### config.mk
export PLATFORM = sky130hd
export DESIGN_NAME = multicycle_ctrl_fsm
export DESIGN_NICKNAME = d
export VERILOG_FILES = /design/src/rtl/multicycle_ctrl_fsm.sv
export SDC_FILE = /design/constraint.sdc
export NUM_CORES = 1
export LEC_CHECK = 0
export BUFFER_PORTS_ARGS = -buffer_cell sky130_fd_sc_hd__buf_2
export CORE_MARGIN = 10
export CORE_UTILIZATION = 30
export DETAILED_ROUTE_END_ITERATION = 16
export PLACE_DENSITY = 0.52
export SYNTH_ARGS = -nofsm -noshare
export SYNTH_HDL_FRONTEND = slang
export SYNTH_SLANG_ARGS = --single-unit
### constraint.sdc
create_clock -name clk -period 2.61 [get_ports clk]
set_input_delay 0.3915 -clock clk [delete_from_list [all_inputs] [get_ports clk]]
set_output_delay 0.3915 -clock clk [all_outputs]
set_load 0.01 [all_outputs]
### src/rtl/multicycle_ctrl_fsm.sv
// Main control FSM for the multicycle MIPS-style datapath.
// Sequences fetch/decode/execute/memory/writeback, handles memory wait states with a
// bounded timeout (mem_err), and flags unsupported opcodes (illegal).
// Optional feature: define MCCTRL_ADDI_EN to decode addi through ADDIEX/ADDIWB;
// without it, addi is reported as illegal.
module multicycle_ctrl_fsm #(
    parameter int unsigned OPCODE_W = 6,
    parameter int unsigned STATE_W  = 4,
    parameter int unsigned TMO_W    = 4,
    parameter int unsigned TMO_MAX  = 15
) (
    input  logic                clk,
    input  logic                rst,
    input  logic [OPCODE_W-1:0] opcode,
    input  logic                zero,
    input  logic                mem_ready,
    output logic                regdst,
    output logic                memtoreg,
    output logic                regwrite,
    output logic                memread,
    output logic                memwrite,
    output logic                IorD,
    output logic                IRWrite,
    output logic [1:0]          alusrcA,
    output logic [1:0]          alusrcB,
    output logic [1:0]          aluop,
    output logic [1:0]          PCsrc,
    output logic                PCwrite,
    output logic                branch,
    output logic                jump,
    output logic                PCEn,
    output logic                illegal,
    output logic                mem_err,
    output logic [STATE_W-1:0]  state,
    output logic [STATE_W-1:0]  nextstate
);

    typedef enum logic [3:0] {
        StFetch  = 4'd0,
        StDecode = 4'd1,
        StMemAdr = 4'd2,
        StMemRd  = 4'd3,
        StMemWb  = 4'd4,
        StMemWr  = 4'd5,
        StExec   = 4'd6,
        StAluWb  = 4'd7,
        StBranch = 4'd8,
        StAddiEx = 4'd9,
        StAddiWb = 4'd10,
        StJump   = 4'd11
    } state_e;

    localparam logic [5:0] OpR   = 6'b000000;
    localparam logic [5:0] OpLw  = 6'b100011;
    localparam logic [5:0] OpSw  = 6'b101011;
    localparam logic [5:0] OpBeq = 6'b000100;
    localparam logic [5:0] OpBne = 6'b000101;
    localparam logic [5:0] OpJ   = 6'b000010;
`ifdef MCCTRL_ADDI_EN
    localparam logic [5:0] OpAddi = 6'b001000;
`endif

    localparam bit               TmoEn  = (TMO_MAX != 0);
    localparam logic [TMO_W-1:0] TmoMax = TMO_W'(TMO_MAX);

    state_e           state_q, state_d;
    logic [TMO_W-1:0] cnt_q, cnt_d;
    logic             illegal_q, illegal_d;
    logic             mem_err_q, mem_err_d;
    logic [5:0]       op;
    logic             wait_st;
    logic             tmo;
    logic             taken;
    logic             live;

    assign op      = 6'(opcode);
    assign wait_st = (state_q == StFetch) || (state_q == StMemRd) || (state_q == StMemWr);
    // Timeout fires in the cycle the wait counter sits at its limit.
    assign tmo     = TmoEn && wait_st && (cnt_q == TmoMax);
    assign taken   = (op == OpBne) ? ~zero : zero;
    // Strobes are suppressed while in reset and during a timeout cycle.
    assign live    = rst && !tmo;

    // Next-state decode, illegal-opcode detect and wait-counter update.
    always_comb begin
        state_d   = StFetch;
        illegal_d = 1'b0;
        case (state_q)
            StFetch:  state_d = mem_ready ? StDecode : StFetch;
            StDecode: begin
                case (op)
                    OpLw, OpSw:   state_d = StMemAdr;
                    OpR:          state_d = StExec;
                    OpBeq, OpBne: state_d = StBranch;
`ifdef MCCTRL_ADDI_EN
                    OpAddi:       state_d = StAddiEx;
`endif
                    OpJ:          state_d = StJump;
                    default: begin
                        state_d   = StFetch;
                        illegal_d = 1'b1;
                    end
                endcase
            end
            StMemAdr: state_d = (op == OpSw) ? StMemWr : StMemRd;
            StMemRd:  state_d = mem_ready ? StMemWb : StMemRd;
            StMemWb:  state_d = StFetch;
            StMemWr:  state_d = mem_ready ? StFetch : StMemWr;
            StExec:   state_d = StAluWb;
            StAluWb:  state_d = StFetch;
            StBranch: state_d = StFetch;
`ifdef MCCTRL_ADDI_EN
            StAddiEx: state_d = StAddiWb;
            StAddiWb: state_d = StFetch;
`endif
            StJump:   state_d = StFetch;
            default:  state_d = StFetch;
        endcase
        if (tmo) begin
            state_d = StFetch;
        end
        // Waiting states hold while mem_ready is low, so a clear covers every state change.
        cnt_d     = (TmoEn && wait_st && !mem_ready && !tmo) ? cnt_q + TMO_W'(1) : '0;
        // Registered so mem_err lines up with the cycle the counter reaches the limit.
        mem_err_d = TmoEn && wait_st && !mem_ready && !tmo && (cnt_q + TMO_W'(1) == TmoMax);
    end

    // State, wait counter and the two status pulses.
    always_ff @(posedge clk or negedge rst) begin
        if (!rst) begin
            state_q   <= StFetch;
            cnt_q     <= '0;
            illegal_q <= 1'b0;
            mem_err_q <= 1'b0;
        end else begin
            state_q   <= state_d;
            cnt_q     <= cnt_d;
            illegal_q <= illegal_d;
            mem_err_q <= mem_err_d;
        end
    end

    // Datapath controls decoded from the current state.
    always_comb begin
        regdst   = 1'b0;
        memtoreg = 1'b0;
        regwrite = 1'b0;
        memread  = 1'b0;
        memwrite = 1'b0;
        IorD     = 1'b0;
        IRWrite  = 1'b0;
        alusrcA  = 2'b00;
        alusrcB  = 2'b00;
        aluop    = 2'b00;
        PCsrc    = 2'b00;
        PCwrite  = 1'b0;
        branch   = 1'b0;
        jump     = 1'b0;
        if (live) begin
            case (state_q)
                StFetch: begin
                    memread = 1'b1;
                    alusrcB = 2'b01;
                    IRWrite = mem_ready;
                    PCwrite = mem_ready;
                end
                StDecode: alusrcB = 2'b11;
                StMemAdr: begin
                    alusrcA = 2'b01;
                    alusrcB = 2'b10;
                end
                StMemRd: begin
                    memread = 1'b1;
                    IorD    = 1'b1;
                end
                StMemWb: begin
                    regwrite = 1'b1;
                    memtoreg = 1'b1;
                end
                StMemWr: begin
                    memwrite = 1'b1;
                    IorD     = 1'b1;
                end
                StExec: begin
                    alusrcA = 2'b01;
                    aluop   = 2'b10;
                end
                StAluWb: begin
                    regwrite = 1'b1;
                    regdst   = 1'b1;
                end
                StBranch: begin
                    alusrcA = 2'b01;
                    aluop   = 2'b01;
                    branch  = 1'b1;
                    PCsrc   = 2'b01;
                end
`ifdef MCCTRL_ADDI_EN
                StAddiEx: begin
                    alusrcA = 2'b01;
                    alusrcB = 2'b10;
                end
                StAddiWb: regwrite = 1'b1;
`endif
                StJump: begin
                    PCwrite = 1'b1;
                    jump    = 1'b1;
                    PCsrc   = 2'b10;
                end
                default: ;
            endcase
        end
    end

    assign PCEn      = PCwrite | (branch & taken);
    assign illegal   = illegal_q;
    assign mem_err   = mem_err_q;
    assign state     = STATE_W'(state_q);
    assign nextstate = rst ? STATE_W'(state_d) : '0;

endmodule

After elaboration in Yosys (flattened, before gate mapping)
Cells that the tools add are included.
{ "totals": {"reg_bits": 10} }
{ "classes": {"n_bitwise": 3, "add_sub_neg": 1, "mux": 40, "n_eq_ne": 16, "n_reduce_logical": 18} }
{ "op_table": {"columns": ["op", "n"], "rows": [
  ["2-to-1 mux 1 bit", 25],
  ["one-hot mux 4 bit (6 select lines)", 1],
  ["equality test 4 x 3 -> 1 bit, second input constant", 4],
  ["equality test 4 bit, second input constant", 4],
  ["one-hot mux 4 bit (4 select lines)", 1],
  ["equality test 6 x 3 -> 1 bit, second input constant", 2],
  ["equality test 6 bit, second input constant", 2],
  ["2-to-1 mux 4 bit", 3],
  ["OR reduction 2 bit", 5],
  ["2-to-1 mux 3 bit", 3],
  ["equality test 4 x 2 -> 1 bit, second input constant", 2],
  ["one-hot mux 2 bit (2 select lines)", 2],
  ["equality test 6 x 2 -> 1 bit, second input constant", 1],
  ["zero test 6 bit", 1],
  ["2-to-1 mux 2 bit", 3],
  ["one-hot mux 2 bit (3 select lines)", 1],
  ["OR reduction 6 bit", 1],
  ["logical AND 1 bit", 5],
  ["adder 4 x 1 -> 4 bit, second input constant", 1],
  ["equality test 4 x 1 -> 1 bit, second input constant", 1],
  ["zero test 4 bit", 1],
  ["OR reduction 3 bit", 1],
  ["zero test 1 bit", 2],
  ["logical OR 1 bit", 2],
  ["other kinds (4)", 4]
]} }

Depth between registers and ports, before layout
Gate-level depths: netlist of run 1.
{ "logic_depth": {"depth_word": 9, "ltp_mapped": 6} }

Worst setup path after synthesis of run 1
OpenSTA, ideal clock, no wires.
{ "synth_path": {"path_kind": "register to output", "start": "register state_q[2] (netlist: state[2])", "end": "output nextstate[2]", "slack_ns": 0.639, "path_buffers": 1, "stages_incl_launch_ff": 6, "arrival_ns": 1.580, "path_cell_list": "dfrtp_1 > buf_6 > or4b_4 > nor4_2 > a211oi_1 > nor2_1"} }
{ "synth_between": {"elab_chain_cells": 6, "elab_cells_between_ends": 12, "classes_between": "5 x eq/ne; 3 x mux; 4 x reduce/logical"} }
{ "synth_rtl": {"columns": ["item", "line_no", "source"], "rows": [
  ["from (decl)", "66", "state_e state_q, state_d;"],
  ["from (signal assigned)", "131", "state_q <= StFetch;"],
  ["from (signal assigned)", "136", "state_q <= state_d;"],
  ["parallel branches: the longest is 4 deep, another holds one-hot mux 4 bit (6 select lines)", null, null],
  ["2-to-1 mux 4 bit *", "119", "if (tmo) begin"],
  ["2-to-1 mux 4 bit *", "219", "assign nextstate = rst ? STATE_W'(state_d) : '0;"],
  ["to (decl)", "35", "output logic [STATE_W-1:0] nextstate"]
]} }
Mark *: on every way between the ends.

Worst setup path after layout of run 1
{ "layout_path": {"start": "register state_q[2] (netlist: state[2])", "end": "output nextstate[0]"} }
The elaborated chain is that of the path after synthesis.

==> results.txt, run 1 <==
Remaining antenna violation count - 0
Worst VDD drop - 0.000336 V
Fill count - 321
Crit. End Element - output port
CTS buffer count - 3
Hold WS - 405 ps
Int Power - 494 µW
Simple-gate share of the synthesized area - 42.9%
Power density over the cells - 729 mW/mm²
Gr ovfl total - 0
Clock share of power - 15.6%
Ratio of final minimum period to clock period - 95.2%
H-Tree Depth - 1
Kind of critical path - register to output port
Clk_skew - 1.28 ps
Compound-Gate Fraction of Synth Area - 15.8%
Drt drc - 0
CP max FO - 15
CTS tree - yes
Worst EP required - 2220 ps
Largest net degree at the start of global routing - 22
Worst min-delay path class - primary input to register
R2R depth - 4
Max Cap Viol - 0
Drt first pass iters - 4
Wire length of the first global-routing pass - 4860 µm
Largest family of logic cells by synthesized area - simple AND/OR/NAND/NOR gates
Comb pwr share - 52.6%
Die Span Y - 77.1 µm
Fmax - 403 MHz
CP Launch Type - register
Final net count - 168
Post-DP HPWL - 2340 µm
Count of cell types in the netlist - 46
Most used DFF post-synth - dfrtp_1
Final core utilization - 40.6%
CP cell instances - or4bb_1, o221a_1, o32ai_2, nor2b_1, buf_2
Flops & latches, synth - 10
Sw frac - 45.7%
Hold path depth - 2
Leak - 0.620 nW
Place WS - 339 ps
Reg clk slew, reported paths - 70 ps
Number of flops mapped to enable cells by yosys - 0
Vias in the first global route - 1030
Switching power - 416 µW
Die ar. - 0.00595 mm²
Final antenna diode count - 0
Max stage delay cell, worst path - dfrtp_1
Mux share of post-synthesis cell area - 2.04%
Avg Inst Size Synth - 8.23 µm²
Adder-Cell Fraction of Synth Area - 2.55%
Ports - 39
Synth Net Count - 131
Vias per cell - 5.09
DRT Wirelength - 2940 µm
Setup total negative slack - 0 ps
Final Critical Period - 2480 ps
CP arrival - 2090 ps
Fraction of layout cells with a size suffix above 1 - 36.1%
Initial antenna violation count - 0
RSZ-0062 raised after global routing - false
Reg power frac - 31.9%
Area Overhead vs Synth - 27.5%
Root buf cell - clkbuf_4
GPL Wtd Cong - 0.815
Outcome - finished, final reports clean
Setup bufs post-CTS - 0
Register area share after synthesis - 25.5%
Die Span X - 77.1 µm
FP Rows - 20
Core area - 0.00308 mm²
# port buffers - 37
Ys Warns - 0
Wire per inst - 14.8 µm
Initial DRC Count - 59
Final Setup Violations - 0
Final hold vios - 0
CP max stage delay - 630 ps
Initial Util - 31.8%
Clock Tree Buf Depth - 2
Clock latency on the worst-skew pair - 270 ps
Sink Count - 10
Syn Inst Count - 119
Post-synth ARST share - 100%
Synth Cell Area - 980 µm²
Pins Over Slew Limit - 0
GR Util All Layers - 9.79%
Xor-xnor portion of the synthesized cell area - 3.58%
PnR worst setup slack - 126 ps
Via count - 1013
==> power by group through the flow <==
stage / combinational [mW] / sequential, mW / clock (mW)
after floorplan: 0.372 / 0.240 / 0
after global routing: 0.533 / 0.302 / 0.156
final: 0.479 / 0.290 / 0.142
after detailed placement: 0.475 / 0.285 / 0
after global placement: 0.476 / 0.280 / 0
after CTS: 0.480 / 0.283 / 0.146
==> cells by family after synthesis <==
group / after synthesis
adders and majority gates: 2
buffers and inverters: 14
muxes: 2
AOI/OAI and AO/OA: 18
and+or+nand+nor: 68
DFF: 10
xor gates and xnor gates: 4
other: 1
==> path summary, 6_finish.rpt <==
kind / endpoint / startpoint / slack [ps]
min in group asynchronous: illegal / rst / 510
max in group asynchronous: cnt_q[2] / rst / 1730
max reg2reg: state[0] / state[2] / 810
min reg2reg: cnt_q[0] / cnt_q[0] / 530
max: nextstate[0] / state[2] / 130
min: illegal / opcode[2] / 410
==> synthesized netlist by cell type (2+ instances only) <==
library cell | number | area share, %
a21oi_1 | 3 | 1.5
nor3_1 | 10 | 5.1
and3_1 | 6 | 3.8
nand4b_1 | 2 | 1.8
and4_1 | 3 | 2.7
buf_2 | 2 | 1.0
or3b_2 | 2 | 1.8
dfrtp_1 | 10 | 26
mux2i_1 | 2 | 2.0
nand2b_1 | 8 | 5.1
xnor2_1 | 2 | 1.8
nor2b_1 | 5 | 3.2
buf_4 | 2 | 1.5
nand2_1 | 4 | 1.5
ha_1 | 2 | 2.6
inv_1 | 5 | 1.9
clkbuf_1 | 4 | 1.5
o21a_1 | 2 | 1.5
a31oi_1 | 2 | 1.3
nor4_1 | 3 | 1.9
nor2_1 | 12 | 4.6
xor2_1 | 2 | 1.8
nand3_1 | 3 | 1.5
==> what timing repair did <==
item                       in CTS  in global routing
setup endpoints to repair       0                  9
hold endpoints to repair        5                  0
gates resized for setup         0                  3
hold buffers                    1                  0
==> metrics by stage <==
stage,std cells,total power [mW],instance area [µm²]
floorplan,119,0.612,980
global placement,194,0.756,1190
detailed placement,194,0.760,1190
CTS,199,0.908,1240
global route,199,0.992,1250
finish,199,0.911,1250
==> critical path, delay by kind of cell, from the launching register on <==
family	cells	cell delay, ps
AO/OA/AOI/OAI	2	340
buffers and inverters	1	140
flip-flops	1	630
AND/OR/NAND/NOR	2	710
==> routing by layer <==
layer | vias to the layer above | GRT usage (%) | routed length [µm]
met4 | 0 | 1.09 | 6
met3 | 2 | 4.31 | 192
li1 | 513 | - | -
met1 | 465 | 11.4 | 1300
met5 | - | 0 | 0
met2 | 33 | 16.6 | 1450
==> flip-flops by register name, indices dropped and copies added, names as in the netlist <==
name and cells:
mem_err 1, illegal 1, state 4, cnt_q 4
==> cell type report <==
| cell class | count | area (µm²) | share of cell area (%) |
|---|---|---|---|
| Sequential cell | 10 | 253 | 20.2 |
| Timing Repair Buffer | 41 | 218 | 17.4 |
| Multi-Input combinational cell | 95 | 668 | 53.5 |
| Tap cell | 44 | 55.1 | 4.41 |
| Inverter | 5 | 18.8 | 1.50 |
| Clock buffer | 4 | 36.3 | 2.91 |
==> cells in the final DEF (no fill, tap or decap), types with 4 or more instances in the layout <==
cell type  instances
dfrtp_1            8
nand2b_1           8
nor2_1            12
inv_1              5
nor2b_1            5
and3_1             6
nor3_1            10
buf_2             37
nand2_1            4
(Power assumes the default switching activity.)
==> run 2, diff against run 1 <==
--- a/config.mk
+++ b/config.mk
@@ -9,6 +9,7 @@
 export CORE_MARGIN = 10
 export CORE_UTILIZATION = 30
 export DETAILED_ROUTE_END_ITERATION = 16
+export MAX_ROUTING_LAYER = met4
 export PLACE_DENSITY = 0.52
 export SYNTH_ARGS = -nofsm -noshare
 export SYNTH_HDL_FRONTEND = slang
==> results.txt, run 2 (same netlist as run 1, synthesis figures left out) <==
Outcome - finished, final reports clean
CP max FO - 15 (unchanged)
Vias per cell - 5.06 (-0.59%)
Gr ovfl total - 0 (unchanged)
Setup bufs post-CTS - 0 (unchanged)
Final net count - 168 (unchanged)
Reg clk slew, reported paths - 70 ps (about the same)
Final hold vios - 0 (unchanged)
Final Critical Period - 2490 ps (+2.67 ps)
Initial antenna violation count - 0 (unchanged)
Wire per inst - 14.7 µm (-0.31%)
Place WS - 339 ps (unchanged)
Kind of critical path - register to output port
Clock latency on the worst-skew pair - 270 ps (about the same)
Reg area - 253 µm² (unchanged)
Fraction of layout cells with a size suffix above 1 - 36.1% (unchanged)
Final antenna diode count - 0 (unchanged)
Placement Cell Area - 0.00119 mm² (unchanged)
Most frequent cells in the layout - 37 x buf_2, 12 x nor2_1, 10 x nor3_1, 8 x nand2b_1, 8 x dfrtp_1
Drt drc - 0 (unchanged)
Setup total negative slack - 0 ps (unchanged)
Die Span X - 77.1 µm (unchanged)
Post-DP HPWL - 2340 µm (unchanged)
Initial DRC Count - 51 (-14%)
Remaining antenna violation count - 0 (unchanged)
CP cell instances - or4bb_1, o221a_1, o32ai_2, nor2b_1, buf_2
WP buf/inv - 1 (unchanged)
Switching power - 417 µW (about the same)
Ports - 39 (unchanged)
Initial Util - 31.8% (unchanged)
GR Util All Layers - 10.1% (+0.26 points)
Crit. End Element - output port
Pins Over Slew Limit - 0 (unchanged)
Max Cap Viol - 0 (unchanged)
FP Rows - 20 (unchanged)
CP arrival - 2100 ps (about the same)
PnR worst setup slack - 123 ps (-2.67 ps)
Ratio of final minimum period to clock period - 95.3% (+0.10 points)
Wire length of the first global-routing pass - 4860 µm (unchanged)
Worst EP required - 2220 ps (about the same)
CTS tree - yes
Post-Place Cells - 194 (unchanged)
Fill count - 321 (unchanged)
Commonest non-fill, non-tap cell in the layout - buf_2
GPL Wtd Cong - 0.827 (+1.5%)
Int Power - 494 µW (about the same)
CTS buffer count - 3 (unchanged)
Vias in the first global route - 1026 (-0.39%)
Post-Layout Cell Count - 199 (unchanged)
Clock Tree Buf Depth - 2 (unchanged)
Largest net degree at the start of global routing - 22 (unchanged)
Core area - 0.00308 mm² (unchanged)
Clk_skew - 1.05 ps (-0.228 ps)
CP Launch Type - register
Worst VDD drop - 0.000336 V (+0.17%)
Die Span Y - 77.1 µm (unchanged)
Power density over the cells - 729 mW/mm² (about the same)
Final Setup Violations - 0 (unchanged)
Via count - 1007 (-0.59%)
Reg power frac - 31.8% (about the same)
Sink Count - 10 (unchanged)
Die ar. - 0.00595 mm² (unchanged)
Area Overhead vs Synth - 27.5% (unchanged)
Max stage delay cell, worst path - dfrtp_1
Clock share of power - 15.6% (about the same)
Leak - 0.620 nW (unchanged)
Comb pwr share - 52.6% (about the same)
H-Tree Depth - 1 (unchanged)
Sw frac - 45.8% (about the same)
CP max stage delay - 630 ps (about the same)
Drt first pass iters - 4 (unchanged)
DRT Wirelength - 2930 µm (-0.31%)
Multi-input gate area - 668 µm² (unchanged)
Root buf cell - clkbuf_4
Delay-heaviest family, CP - simple AND/OR/NAND/NOR gates
Fmax - 402 MHz (-0.11%)
Non-Filler Cell Area, Final - 0.00125 mm² (unchanged)
RSZ-0062 raised after global routing - false
# port buffers - 37 (unchanged)
Worst min-delay path class - primary input to register
run 2: power groups by stage:
stage	clock network (mW)	registers [mW]	logic, mW
floorplan	0	0.240	0.372
global placement	0	0.280	0.476
detailed placement	0	0.285	0.475
CTS	0.146	0.283	0.480
global route	0.156	0.302	0.533
finish	0.142	0.290	0.479
run 2: worst paths after layout:
| path | from | endpoint | slack, ps | cells past startpoint |
|---|---|---|---|---|
| worst max-delay path | state[2] | nextstate[0] | 120 | 5 |
| worst min-delay path | opcode[2] | illegal | 410 | 2 |
| worst max register to register | state[2] | state[0] | 800 | 4 |
| worst min register to register | cnt_q[0] | cnt_q[0] | 530 | 1 |
| max in group asynchronous | rst | cnt_q[2] | 1730 | 3 |
| min in group asynchronous | rst | illegal | 510 | 2 |
run 2: repair_timing:
action / in CTS / in global routing
hold buffers: 1 / 0
endpoints found under the hold margin: 5 / 0
setup endpoints to repair: 0 / 9
gates resized for setup: 0 / 3
run 2: final cells by class:
cell class,instances,share of cell area [%]
inverter,5,1.50
timing repair buffer,41,17.4
clock buffer,4,2.91
multi-input combinational,95,53.5
tap,44,4.41
sequential,10,20.2
run 2: layer usage:
metal / vias up / GRT usage, % / part of all wire (%)
met4: 0 / 1.09 / 0.20
met2: 33 / 16.7 / 49
met3: 2 / 3.15 / 4.2
li1: 511 / - / -
met1: 461 / 11.9 / 46
met5: - / - / 0
run 2: stage by stage:
step	hold WS, ps	utilization, %	total power, mW
4_1_cts	400	40.2	0.908
6_report	406	40.6	0.911
3_3_place_gp	264	38.7	0.756
3_5_place_dp	267	38.7	0.760
2_1_floorplan	95.9	-	0.612
5_1_grt	414	40.6	0.991
==> run 3, diff against run 2 <==
--- a/config.mk
+++ b/config.mk
@@ -10,7 +10,7 @@
 export CORE_UTILIZATION = 30
 export DETAILED_ROUTE_END_ITERATION = 16
 export MAX_ROUTING_LAYER = met4
-export PLACE_DENSITY = 0.52
+export PLACE_DENSITY = 0.62
 export SYNTH_ARGS = -nofsm -noshare
 export SYNTH_HDL_FRONTEND = slang
 export SYNTH_SLANG_ARGS = --single-unit
==> results.txt, run 3 (same netlist as run 1, synthesis figures left out) <==
R2R setup slack - 890 ps (+90 ps)
Gr ovfl total - 0 (unchanged)
GR Util All Layers - 9.63% (-0.43 points)
Place WS - 365 ps (+26.3 ps)
Drt drc - 0 (unchanged)
Root buf cell - clkbuf_4
CTS tree - yes
Sw frac - 45.3% (-0.44 points)
Kind of critical path - register to output port
Outcome - finished, final reports clean
PnR worst setup slack - 199 ps (+75.6 ps)
Initial antenna violation count - 0 (unchanged)
Initial DRC Count - 63 (+24%)
Post-CTS sizing - 0 (unchanged)
Clk_skew - 8.53 ps (+7.47 ps)
Clock latency on the worst-skew pair - 260 ps (about the same)
Via count - 1002 (-0.50%)
Final antenna diode count - 0 (unchanged)
R2R depth - 3 (-1)
Most frequent cells in the layout - 37 x buf_2, 12 x nor2_1, 10 x nor3_1, 8 x nand2b_1, 7 x dfrtp_1
Die ar. - 0.00595 mm² (unchanged)
RSZ-0062 raised after global routing - false
CP arrival - 2020 ps (-80 ps)
Comb pwr share - 52.2% (-0.4 points)
Drt first pass iters - 4 (unchanged)
Post-DP HPWL - 2210 µm (-5.3%)
R2R Path End - state[0]
Final Setup Violations - 0 (unchanged)
Vias in the first global route - 1021 (-0.49%)
Wire length of the first global-routing pass - 4810 µm (-1.1%)
Setup total negative slack - 0 ps (unchanged)
Ratio of final minimum period to clock period - 92.4% (-2.9 points)
Power density over the cells - 735 mW/mm² (+0.80%)
Sink Count - 10 (unchanged)
Vias per cell - 5.09 (+0.51%)
Worst min-delay path class - primary input to asynchronous set/reset pin
Final net count - 166 (-1.2%)
Clock Tree Buf Depth - 2 (unchanged)
Leak - 0.609 nW (-1.9%)
H-Tree Depth - 1 (unchanged)
Final hold vios - 0 (unchanged)
Setup bufs post-CTS - 0 (unchanged)
Commonest non-fill, non-tap cell in the layout - buf_2
GPL Wtd Cong - 0.863 (+4.3%)
Fmax - 415 MHz (+3.1%)
Critical R2R Launch - state[1]
Initial Util - 31.8% (unchanged)
Worst EP required - 2220 ps (about the same)
Remaining antenna violation count - 0 (unchanged)
Wire per inst - 14.2 µm (-3.7%)
Largest net degree at the start of global routing - 22 (unchanged)
Die Span X - 77.1 µm (unchanged)
Clock share of power - 15.8% (+0.2 points)
CP Launch Type - register
Fraction of layout cells with a size suffix above 1 - 36.6% (+0.47 points)
Slew @ Worst Pin - 522 ps
Core area - 0.00308 mm² (unchanged)
Reg power frac - 32.0% (+0.2 points)
Die Span Y - 77.1 µm (unchanged)
Final Critical Period - 2410 ps (-75.6 ps)
Switching power - 408 µW (-2.2%)
Worst VDD drop - 0.000317 V (-5.7%)
Hold buffer count at CTS - 0 (-1)
CP max FO - 18 (+3)
Crit. End Element - output port
Area Overhead vs Synth - 24.9%
CTS buffer count - 3 (unchanged)
Rel. slew slack - 65.0%
DRT Wirelength - 2800 µm (-4.7%)
Reg clk slew, reported paths - 80 ps (about the same)
Int Power - 492 µW (-0.42%)
Ports - 39 (unchanged)
FP Rows - 20 (unchanged)
Max Cap Viol - 0 (unchanged)
Pins Over Slew Limit - 0 (unchanged)
# port buffers - 37 (unchanged)
Crit path launch - state[1]
## run 3: worst max path at each step
stage | endpoint | slack, ps | cells past startpoint
finish | nextstate[0] | 200 | 4
floorplan | nextstate[2] | 640 | 5
global placement | nextstate[1] | 450 | 6
global route | nextstate[0] | 60 | 4
detailed placement | PCEn | 370 | 5
CTS | PCEn | 80 | 5
## run 3: critical path: stages, from the launching register on
cell     delay [ps]
dfrtp_2         520
or4b_4          600
o32ai_2         330
nor2b_1         180
buf_2           140
## run 3: cell type report
| type | count | area [µm²] |
|---|---|---|
| sequential | 10 | 254 |
| inverter | 5 | 18.8 |
| timing repair buffer | 39 | 200 |
| fill | 316 | 1850 |
| multi-input combinational | 95 | 659 |
| clock buffer | 4 | 36.3 |
| tap | 44 | 55.1 |
## run 3: power by group through the flow
stage	combinational, mW	sequential, mW	clock [mW]
4_1_cts	0.474	0.282	0.144
3_3_place_gp	0.468	0.279	0
5_1_grt	0.527	0.300	0.149
3_5_place_dp	0.472	0.286	0
2_1_floorplan	0.372	0.240	0
6_report	0.469	0.288	0.143
## run 3: metal layers
metal,vias to the layer above,routed length [µm],track usage [%]
li1,508,-,-
met1,459,1300,11.3
met2,33,1300,15.8
met3,2,154,2.10
met4,0,34,3.28
met5,-,0,-
## run 3: per-stage QoR
step | hold WS [ps] | area (µm²) | power (mW) | utilization (%) | cells
floorplan | 95.9 | 980 | 0.612 | - | 119
global placement | 306 | 1180 | 0.747 | 38.5 | 193
detailed placement | 315 | 1180 | 0.758 | 38.5 | 193
CTS | 25.5 | 1220 | 0.900 | 39.6 | 197
global route | 36.9 | 1220 | 0.975 | 39.8 | 197
finish | 17.2 | 1220 | 0.900 | 39.8 | 197
